**src/rtl/fb_pixel_if.sv**
```systemverilog
// fb_pixel_if: pixel stream from the drawing generators and the granted frame-buffer RAM write port
interface fb_pixel_if #(parameter int ADDR_W = 15);
    logic [7:0]        X_loc;
    logic [7:0]        Y_loc;
    logic              WR_en;
    logic [11:0]       RGB;
    logic              wr_ready;
    logic              mem_grant;
    logic              mem_we;
    logic [ADDR_W-1:0] mem_addr;
    logic [11:0]       mem_wdata;
    modport master (output X_loc, Y_loc, WR_en, RGB, mem_grant, input wr_ready, mem_we, mem_addr, mem_wdata);
    modport slave  (input X_loc, Y_loc, WR_en, RGB, mem_grant, output wr_ready, mem_we, mem_addr, mem_wdata);
endinterface

```
**src/rtl/fb_pixel_port.sv**
```systemverilog
// fb_pixel_port: range-checks generator pixels, queues them and drains into the frame-buffer RAM in granted slots; owns frame clear
module fb_pixel_port #(
    parameter int H_RES      = 160,
    parameter int V_RES      = 120,
    parameter int FIFO_DEPTH = 4,
    parameter int ADDR_W     = 15
) (
    input  logic        clk,
    input  logic        rst_n,
    fb_pixel_if.slave   pix,
    input  logic        clear_req,
    input  logic [11:0] clear_rgb,
    output logic        busy,
    output logic [15:0] drop_cnt,
    output logic        ovf
);
    localparam int PW = $clog2(FIFO_DEPTH);
    localparam logic [ADDR_W-1:0] LAST = ADDR_W'(H_RES * V_RES - 1);
    localparam logic [ADDR_W-1:0] HW   = ADDR_W'(H_RES);

    typedef enum logic {RUN, CLEAR} state_t;
    state_t state, state_nx;

    logic [ADDR_W-1:0] q_addr [FIFO_DEPTH];
    logic [11:0]       q_rgb  [FIFO_DEPTH];
    logic [PW-1:0]     rd_ptr, wr_ptr;
    logic [PW:0]       count;
    logic [ADDR_W-1:0] clr_addr;
    logic [11:0]       clr_rgb;
    logic              run, in_range, clear_go, push, pop, clr_wr, drop, lost;

    assign run          = state == RUN;
    assign busy         = !run;
    assign pix.wr_ready = run && count < (PW+1)'(FIFO_DEPTH);
    assign in_range     = 32'(pix.X_loc) < H_RES && 32'(pix.Y_loc) < V_RES;
    assign clear_go     = run && clear_req;
    // a clear request beats both the incoming pixel and the drain at the same edge
    assign push         = pix.WR_en && in_range && pix.wr_ready && !clear_req;
    assign lost         = pix.WR_en && in_range && run && !pix.wr_ready && !clear_req;
    assign drop         = pix.WR_en && !push;
    assign pop          = run && !clear_req && pix.mem_grant && count != '0;
    assign clr_wr       = !run && pix.mem_grant;

    always_comb begin
        state_nx = clear_go ? CLEAR : (clr_wr && clr_addr == LAST) ? RUN : state;
    end

    always_ff @(posedge clk) begin
        if (push) begin
            q_addr[wr_ptr] <= ADDR_W'(pix.Y_loc) * HW + ADDR_W'(pix.X_loc);
            q_rgb[wr_ptr]  <= pix.RGB;
        end
    end

    always_ff @(posedge clk) begin
        if (!rst_n) begin
            state         <= RUN;
            rd_ptr        <= '0;
            wr_ptr        <= '0;
            count         <= '0;
            clr_addr      <= '0;
            clr_rgb       <= '0;
            pix.mem_we    <= 1'b0;
            pix.mem_addr  <= '0;
            pix.mem_wdata <= '0;
            drop_cnt      <= '0;
            ovf           <= 1'b0;
        end else begin
            state      <= state_nx;
            rd_ptr     <= clear_go ? '0 : rd_ptr + PW'(pop);
            wr_ptr     <= clear_go ? '0 : wr_ptr + PW'(push);
            count      <= clear_go ? '0 : count + (PW+1)'(push) - (PW+1)'(pop);
            clr_addr   <= clear_go ? '0 : clr_addr + ADDR_W'(clr_wr);
            clr_rgb    <= clear_go ? clear_rgb : clr_rgb;
            pix.mem_we <= pop || clr_wr;
            if (pop || clr_wr) begin
                pix.mem_addr  <= pop ? q_addr[rd_ptr] : clr_addr;
                pix.mem_wdata <= pop ? q_rgb[rd_ptr] : clr_rgb;
            end
            if (drop && drop_cnt != 16'hFFFF) drop_cnt <= drop_cnt + 16'd1;
            if (lost) ovf <= 1'b1;
        end
    end
endmodule

```
**src/flat_wrapper.sv**
```systemverilog
// flat-port wrapper written by rule: the top's interface ports become plain ports
module fb_pixel_port_flat 
#(
    parameter int H_RES      = 160,
    parameter int V_RES      = 120,
    parameter int FIFO_DEPTH = 4,
    parameter int ADDR_W     = 15
)
  (clk, rst_n, clear_req, clear_rgb, busy, drop_cnt, ovf, pix_X_loc, pix_Y_loc, pix_WR_en, pix_RGB, pix_mem_grant, pix_wr_ready, pix_mem_we, pix_mem_addr, pix_mem_wdata);
  fb_pixel_if #(.ADDR_W(ADDR_W)) pix_i ();
  input  logic clk;
  input  logic rst_n;
  input  logic clear_req;
  input  logic [11:0] clear_rgb;
  output logic busy;
  output logic [15:0] drop_cnt;
  output logic ovf;
  input wire logic [$bits(pix_i.X_loc)-1:0] pix_X_loc;
  input wire logic [$bits(pix_i.Y_loc)-1:0] pix_Y_loc;
  input wire logic [$bits(pix_i.WR_en)-1:0] pix_WR_en;
  input wire logic [$bits(pix_i.RGB)-1:0] pix_RGB;
  input wire logic [$bits(pix_i.mem_grant)-1:0] pix_mem_grant;
  output wire logic [$bits(pix_i.wr_ready)-1:0] pix_wr_ready;
  output wire logic [$bits(pix_i.mem_we)-1:0] pix_mem_we;
  output wire logic [$bits(pix_i.mem_addr)-1:0] pix_mem_addr;
  output wire logic [$bits(pix_i.mem_wdata)-1:0] pix_mem_wdata;
  assign pix_i.X_loc = pix_X_loc;
  assign pix_i.Y_loc = pix_Y_loc;
  assign pix_i.WR_en = pix_WR_en;
  assign pix_i.RGB = pix_RGB;
  assign pix_i.mem_grant = pix_mem_grant;
  assign pix_wr_ready = pix_i.wr_ready;
  assign pix_mem_we = pix_i.mem_we;
  assign pix_mem_addr = pix_i.mem_addr;
  assign pix_mem_wdata = pix_i.mem_wdata;
  fb_pixel_port #(.H_RES(H_RES), .V_RES(V_RES), .FIFO_DEPTH(FIFO_DEPTH), .ADDR_W(ADDR_W)) u_core (.clk(clk), .rst_n(rst_n), .pix(pix_i), .clear_req(clear_req), .clear_rgb(clear_rgb), .busy(busy), .drop_cnt(drop_cnt), .ovf(ovf));
endmodule
```
**config.mk**
```make
export PLATFORM = sky130hd
export DESIGN_NAME = fb_pixel_port_flat
export DESIGN_NICKNAME = d
export VERILOG_FILES = /design/src/rtl/fb_pixel_if.sv /design/src/rtl/fb_pixel_port.sv /design/src/flat_wrapper.sv
export SDC_FILE = /design/constraint.sdc
export NUM_CORES = 1
export LEC_CHECK = 0
export BUFFER_PORTS_ARGS = -buffer_cell sky130_fd_sc_hd__clkbuf_2
export CORE_UTILIZATION = 40
export CTS_CLUSTER_DIAMETER = 50
export DETAILED_ROUTE_END_ITERATION = 10
export GPL_TIMING_DRIVEN = 0
export SLEW_MARGIN = 15
export SYNTH_ARGS = -nofsm -noshare
export SYNTH_HDL_FRONTEND = slang
export SYNTH_SLANG_ARGS = --single-unit
```
**constraint.sdc**
```tcl
create_clock -name clk -period 11.1 [get_ports clk]
set_input_delay 0.555 -clock clk [delete_from_list [all_inputs] [get_ports clk]]
set_output_delay 0.555 -clock clk [all_outputs]
set_load 0.01 [all_outputs]
```
; ---- After elaboration in Yosys (flattened, before gate mapping)
; Memories as Yosys holds them, arrays and structs flattened. A register that Yosys moved wholly into a read port is not among the register bits.
; Cells that the tools add are included.
; Widths: inputs -> output; s select.
[classes]
n_addsub = 7
mul = 1
order_cmp = 3
eq_ne = 2
muxes = 8
n_bitwise = 2
n_reduce_logical = 23
[op_table]
columns = op, count
row1 = $add 16x1->16 const B, 1
row2 = $logic_and 1x1->1, 16
row3 = $ne 16x16->1 const B, 1
row4 = $add 15x1->15, 1
row5 = $add 15x8->15, 1
row6 = $eq 15x15->1 const B, 1
row7 = $mux 15, 1
row8 = $mux 12, 1
row9 = $mul 8x3->10 const B, 1
row10 = $lt 8x7->1 const B, 1
row11 = $lt 8x8->1 const B, 1
row12 = $add 2x1->2, 2
row13 = $mux 1, 4
row14 = $mux 2, 2
row15 = $add 3x1->3, 1
row16 = $logic_not 1->1, 3
row17 = $lt 3x3->1 const B, 1
row18 = $reduce_bool 3->1, 1
row19 = $sub 3x1->3, 1
row20 = $not 1->1, 2
row21 = $reduce_bool 2->1, 1
row22 = $reduce_or 2->1, 1
row23 = $logic_or 1x1->1, 1
[totals]
reg_bits = 80
ram_bits = 108
output_inout_bits = 47
elab_cells = 59
n_memories = 2
[memory_table]
columns = name, depth, width, rd, rd_clocked_by_memory_dff, wr, line
row1 = u_core.q_addr, 4, 15, 1, 1, 1, fb_pixel_port.sv:24  ; logic [ADDR_W-1:0] q_addr [FIFO_DEPTH];
row2 = u_core.q_rgb, 4, 12, 1, 1, 1, fb_pixel_port.sv:25  ; logic [11:0] q_rgb [FIFO_DEPTH];

; ---- Longest topological paths before layout
[depth]
depth_word = 8
depth_mapped = 13
mapped_depth_nobuf = 11

; ---- Worst setup path before layout
; Ideal clock, no wire load.
[synth_timing]
path_kind = input to register
from = input port clear_req
to = memory u_core.q_addr[2][0], enable pin
arrival_ns = 3.927
required_time_ns = 10.611
path_slack_ns = 6.684
cell_stages = 3
path_cell_list = nor4b_2 > nand3_1 > nor4b_1
[synth_between]
elab_chain_cells = 4
[synth_rtl]
columns = element, line
row1 = start: declaration, flat_wrapper.sv:13  ; input logic clear_req;
row2 = $logic_not 1->1, fb_pixel_port.sv:38  ; assign push = pix.WR_en && in_range && pix.wr_ready && !clear_req;
row3 = $logic_and 1x1->1, fb_pixel_port.sv:38
row4 = $mux 1, fb_pixel_port.sv:49  ; if (push) begin
row5 = $mux 1 (implied by the code), fb_pixel_port.sv:50  ; q_addr[wr_ptr] <= ADDR_W'(pix.Y_loc) * HW + ADDR_W'(pix.X_loc);
row6 = end: declaration, fb_pixel_port.sv:24
; No other way between the ends.

; ---- Worst setup path in the final report
[layout_timing]
from = register u_core.count[2]
to = register u_core.count[2]
[layout_between]
elab_chain_cells = 6
word_cells_on_any_way = 8
classes_between = add/sub: 2 / order compare: 1 / reduce/logical: 5
[layout_rtl]
columns = element, line
row1 = start: declaration, fb_pixel_port.sv:27  ; logic [PW:0] count;
row2 = start signal: assignment, fb_pixel_port.sv:72  ; count <= clear_go ? '0 : count + (PW+1)'(push) - (PW+1)'(pop);
row3 = $lt 3x3->1, fb_pixel_port.sv:34  ; assign pix.wr_ready = run && count < (PW+1)'(FIFO_DEPTH);
row4 = $logic_and 1x1->1, fb_pixel_port.sv:34
row5 = $logic_and 1x1->1 (2 in series), fb_pixel_port.sv:38
row6 = $add 3x1->3, fb_pixel_port.sv:72
row7 = $sub 3x1->3 *, fb_pixel_port.sv:72
; Every way passes the cells marked *; elsewhere a longest branch is shown, timed or not.
; A chain may end at the register's enable or synchronous reset.

==> results by group <==
CTS
  • Clk sinks: about 190
  • Clock Pin Slew Worst Setup and Hold Paths: 80 ps
  • Clk buf depth: 2
  • CTS buffer count: 17
  • Post-cts gate resize count: 0
  • Post-CTS setup buffers: 0
  • Clk_lat worst skew: 440 ps
  • Clock Tree Root: clkbuf_16
  • CTS tree: done
  • H-tree depth: 4
  • CTS Hold Bufs: 0

Synthesis
  • Largest family of logic cells by synthesized area: simple AND/OR/NAND/NOR gates
  • Adder-Cell Fraction of Synth Area: 0.04157
  • Syn_nets: 692
  • Post-synthesis cell area: 0.008066 mm2
  • Post-synth EDFFs: 108
  • Synth Area in Compound Gates: 0.06344
  • Register area share after synthesis: 0.6006
  • Netlist cell types: 53
  • Primary FF master, synth: edfxtp_1
  • Synth Instances: 622
  • Yosys warns: 0
  • Synth async-reset ratio: 0
  • #FFs+latches synth: approximately 190
  • Multiplexer share of the synthesized area: 0.07662
  • Synth Area in XOR/XNOR: 0.04343
  • Avg Inst Size Synth: 12.97 um2
  • Simple-gate share of the synthesized area: 0.1501

Global routing
  • First-pass GRT wire length: 26790 um
  • Antenna violations before repair: 0
  • Congestion Overflow GR: 0
  • Vias in the first global route: between 5000 and 6000
  • Largest net degree at the start of global routing: 28
  • Tot GR Track Use: 0.1750

Final layout
  • Final Util: 0.4896
  • Fillers: 1709
  • Area delta synth->final: 18.91%
  • Most frequent cells in the layout: 108 x edfxtp_1, 94 x nand2_1, 91 x clkbuf_2, 80 x dfxtp_1, 43 x nand3_1
  • Design Area, Final: 0.009592 mm2
  • Layout net count: 813
  • Share of layout cells above drive strength 1: 0.2460
  • Most common cell after layout, fill and taps aside: edfxtp_1
  • Diode count: 0

Floorplan
  • Die Span Y: between 100 and 150 um
  • Initial core utilization: 0.4118
  • IO Count: 92
  • Core Area: 0.01959 mm2
  • Full die area: between 0.02 and 0.025 mm2
  • Die W: between 100 and 150 um
  • FP Rows: 51

Routing
  • Routed Antenna Nets: 0
  • DR pass1 iterations: 4
  • WL per Instance: 16.64 um
  • Total Wirelength: ~17000 um
  • Drt first-iter violations: 345
  • Vias post-DR: 5167
  • Number of remaining DRC errors: 0
  • Vias per std cell: approximately 5.1

Pwr
  • PD cells: approximately 150 mW/mm2
  • Peak supply drop: about 0.000084 V
  • Pleak: 3.878 nW
  • Final Power: roughly 1.5 mW

Worst setup path
  • Worst setup EP type: register
  • CP required: between 10000 and 15000 ps
  • CP startpoint: u_core.count[2]
  • Crit start category: register
  • FF-to-FF setup slack: between 8000 and 9000 ps
  • CP max FO: 10
  • Worst Path Arrival: 3350 ps
  • Worst R2R Start: u_core.count[2]
  • WS Path Type: reg -> reg

Timing
  • Final worst setup slack: 8057 ps
  • Fin crit period: 3043 ps
  • Max Fclk: ~330 MHz
  • Max-slew violations: 0
  • Fin. Hold Viols: 0
  • Slew HR: 0.5201
  • Setup TNS Final: 0 ps
  • Final period util: 0.2742
  • RSZ-0062 raised after global routing: no
  • Worst-Margin Slew: 719.8 ps
  • Final setup viols: 0
  • Clock Skew: 10.08 ps

Worst hold path
  • Min-Delay Startpoint: pix_RGB[8]
  • Worst hold path type: in -> reg

Placed design
  • Placed Area: about 0.0090 mm2
  • Port bufs: 91
  • GP Congestion: 0.8406
  • DP HPWL: 12850 um
  • Setup WS pre-CTS: 7909 ps

Flow run
  • Max cap viols: 0

Outcome
  • Status: finished, final reports clean
==> report_power, final <==
| part | internal, mW | switching, mW | total [mW] | leakage, nW |
|---|---|---|---|---|
| combinational | 0.0366 | 0.0576 | 0.0942 | 1.96 |
| clock | 0.312 | 0.310 | 0.622 | 0.303 |
| sequential | 0.753 | 0.00533 | 0.758 | 1.62 |
| total | 1.10 | 0.373 | 1.47 | 3.88 |
==> worst max-delay path: stages (launching register included) <==
cell and delay [ps]:
dfxtp_1 400, o311ai_1 360, clkbuf_1 380, clkbuf_1 400, inv_1 130, ha_1 290
inv_1 50, ha_1 130, inv_1 50, fa_1 380, xnor2_1 180, xnor2_1 140
nor2_1 50
==> worst paths after layout <==
check	endpoint	cells past startpoint
min reg2reg	u_core.clr_rgb[7]	2
min	u_core.q_rgb[1][8]	1
max reg2reg	u_core.count[2]	12
max	u_core.count[2]	12
==> sequential cells by signal (all words and copies together) (netlist names), 3 cells and up <==
| signal | count |
|---|---|
| u_core.clr_addr | 15 |
| u_core.drop_cnt | 16 |
| u_core.count | 3 |
| u_core.pix.mem_addr | 15 |
| u_core.pix.mem_wdata | 12 |
| u_core.q_addr | 60 |
| u_core.clr_rgb | 12 |
| u_core.q_rgb | 48 |
==> through the flow <==
step	std cells	hold slack [ps]
floorplan	622	443.6
global placement	978	455.8
detailed placement	989	463.7
CTS	1021	312.8
global route	1021	311.7
finish	1021	325.4
==> cells in the mapped netlist (2+ instances only) <==
library cell,instances,area share
buf_1,3,0.0014
nor4_2,5,0.0078
nand3_1,43,0.027
fa_1,3,0.0074
o21a_1,2,0.0019
nand2_1,94,0.044
inv_1,12,0.0056
dfxtp_1,80,0.20
and3_1,8,0.0062
nor4_1,6,0.0047
xor2_1,25,0.027
xnor2_1,15,0.016
nand2b_1,2,0.0016
nor3_1,3,0.0019
clkbuf_1,22,0.010
a211oi_1,2,0.0019
nor4b_1,3,0.0033
nor2b_1,2,0.0016
and2_1,13,0.010
nor3b_1,3,0.0028
nand4_1,9,0.0070
mux4_2,27,0.075
buf_2,4,0.0025
ha_1,22,0.034
a21boi_0,13,0.012
a21oi_1,4,0.0025
o21ai_0,6,0.0037
nor2_1,31,0.014
edfxtp_1,108,0.40
o21ai_1,2,0.0012
or3_1,2,0.0016
o211a_1,27,0.034
==> layer usage <==
layer | global-route usage | wire (um)
met5 | 0 | 0
met4 | 0.07671 | 392
met3 | 0.04106 | 776
met2 | 0.3021 | 8603
met1 | 0.2076 | 7213
==> area by class of cell <==
class,instances,area [um2],share of cell area
Buffer,32,146.4,0.01526
Clock buffer,17,425.4,0.04435
Clock inverter,15,201.4,0.02100
Inverter,13,48.80,0.005087
Multi-Input combinational cell,389,3048,0.3178
Sequential cell,188,4845,0.5051
Tap cell,265,331.6,0.03457
Timing Repair Buffer,102,545.5,0.05687
==> cell families after synthesis <==
family / after synthesis
AO/OA/AOI/OAI: 61
flip-flops: 188
buffers and inverters: 45
adder cells (fa/ha/maj): 25
XOR/XNOR: 40
multiplexers: 28
AND/OR/NAND/NOR: 235
Power figures use the tool's default switching activity.
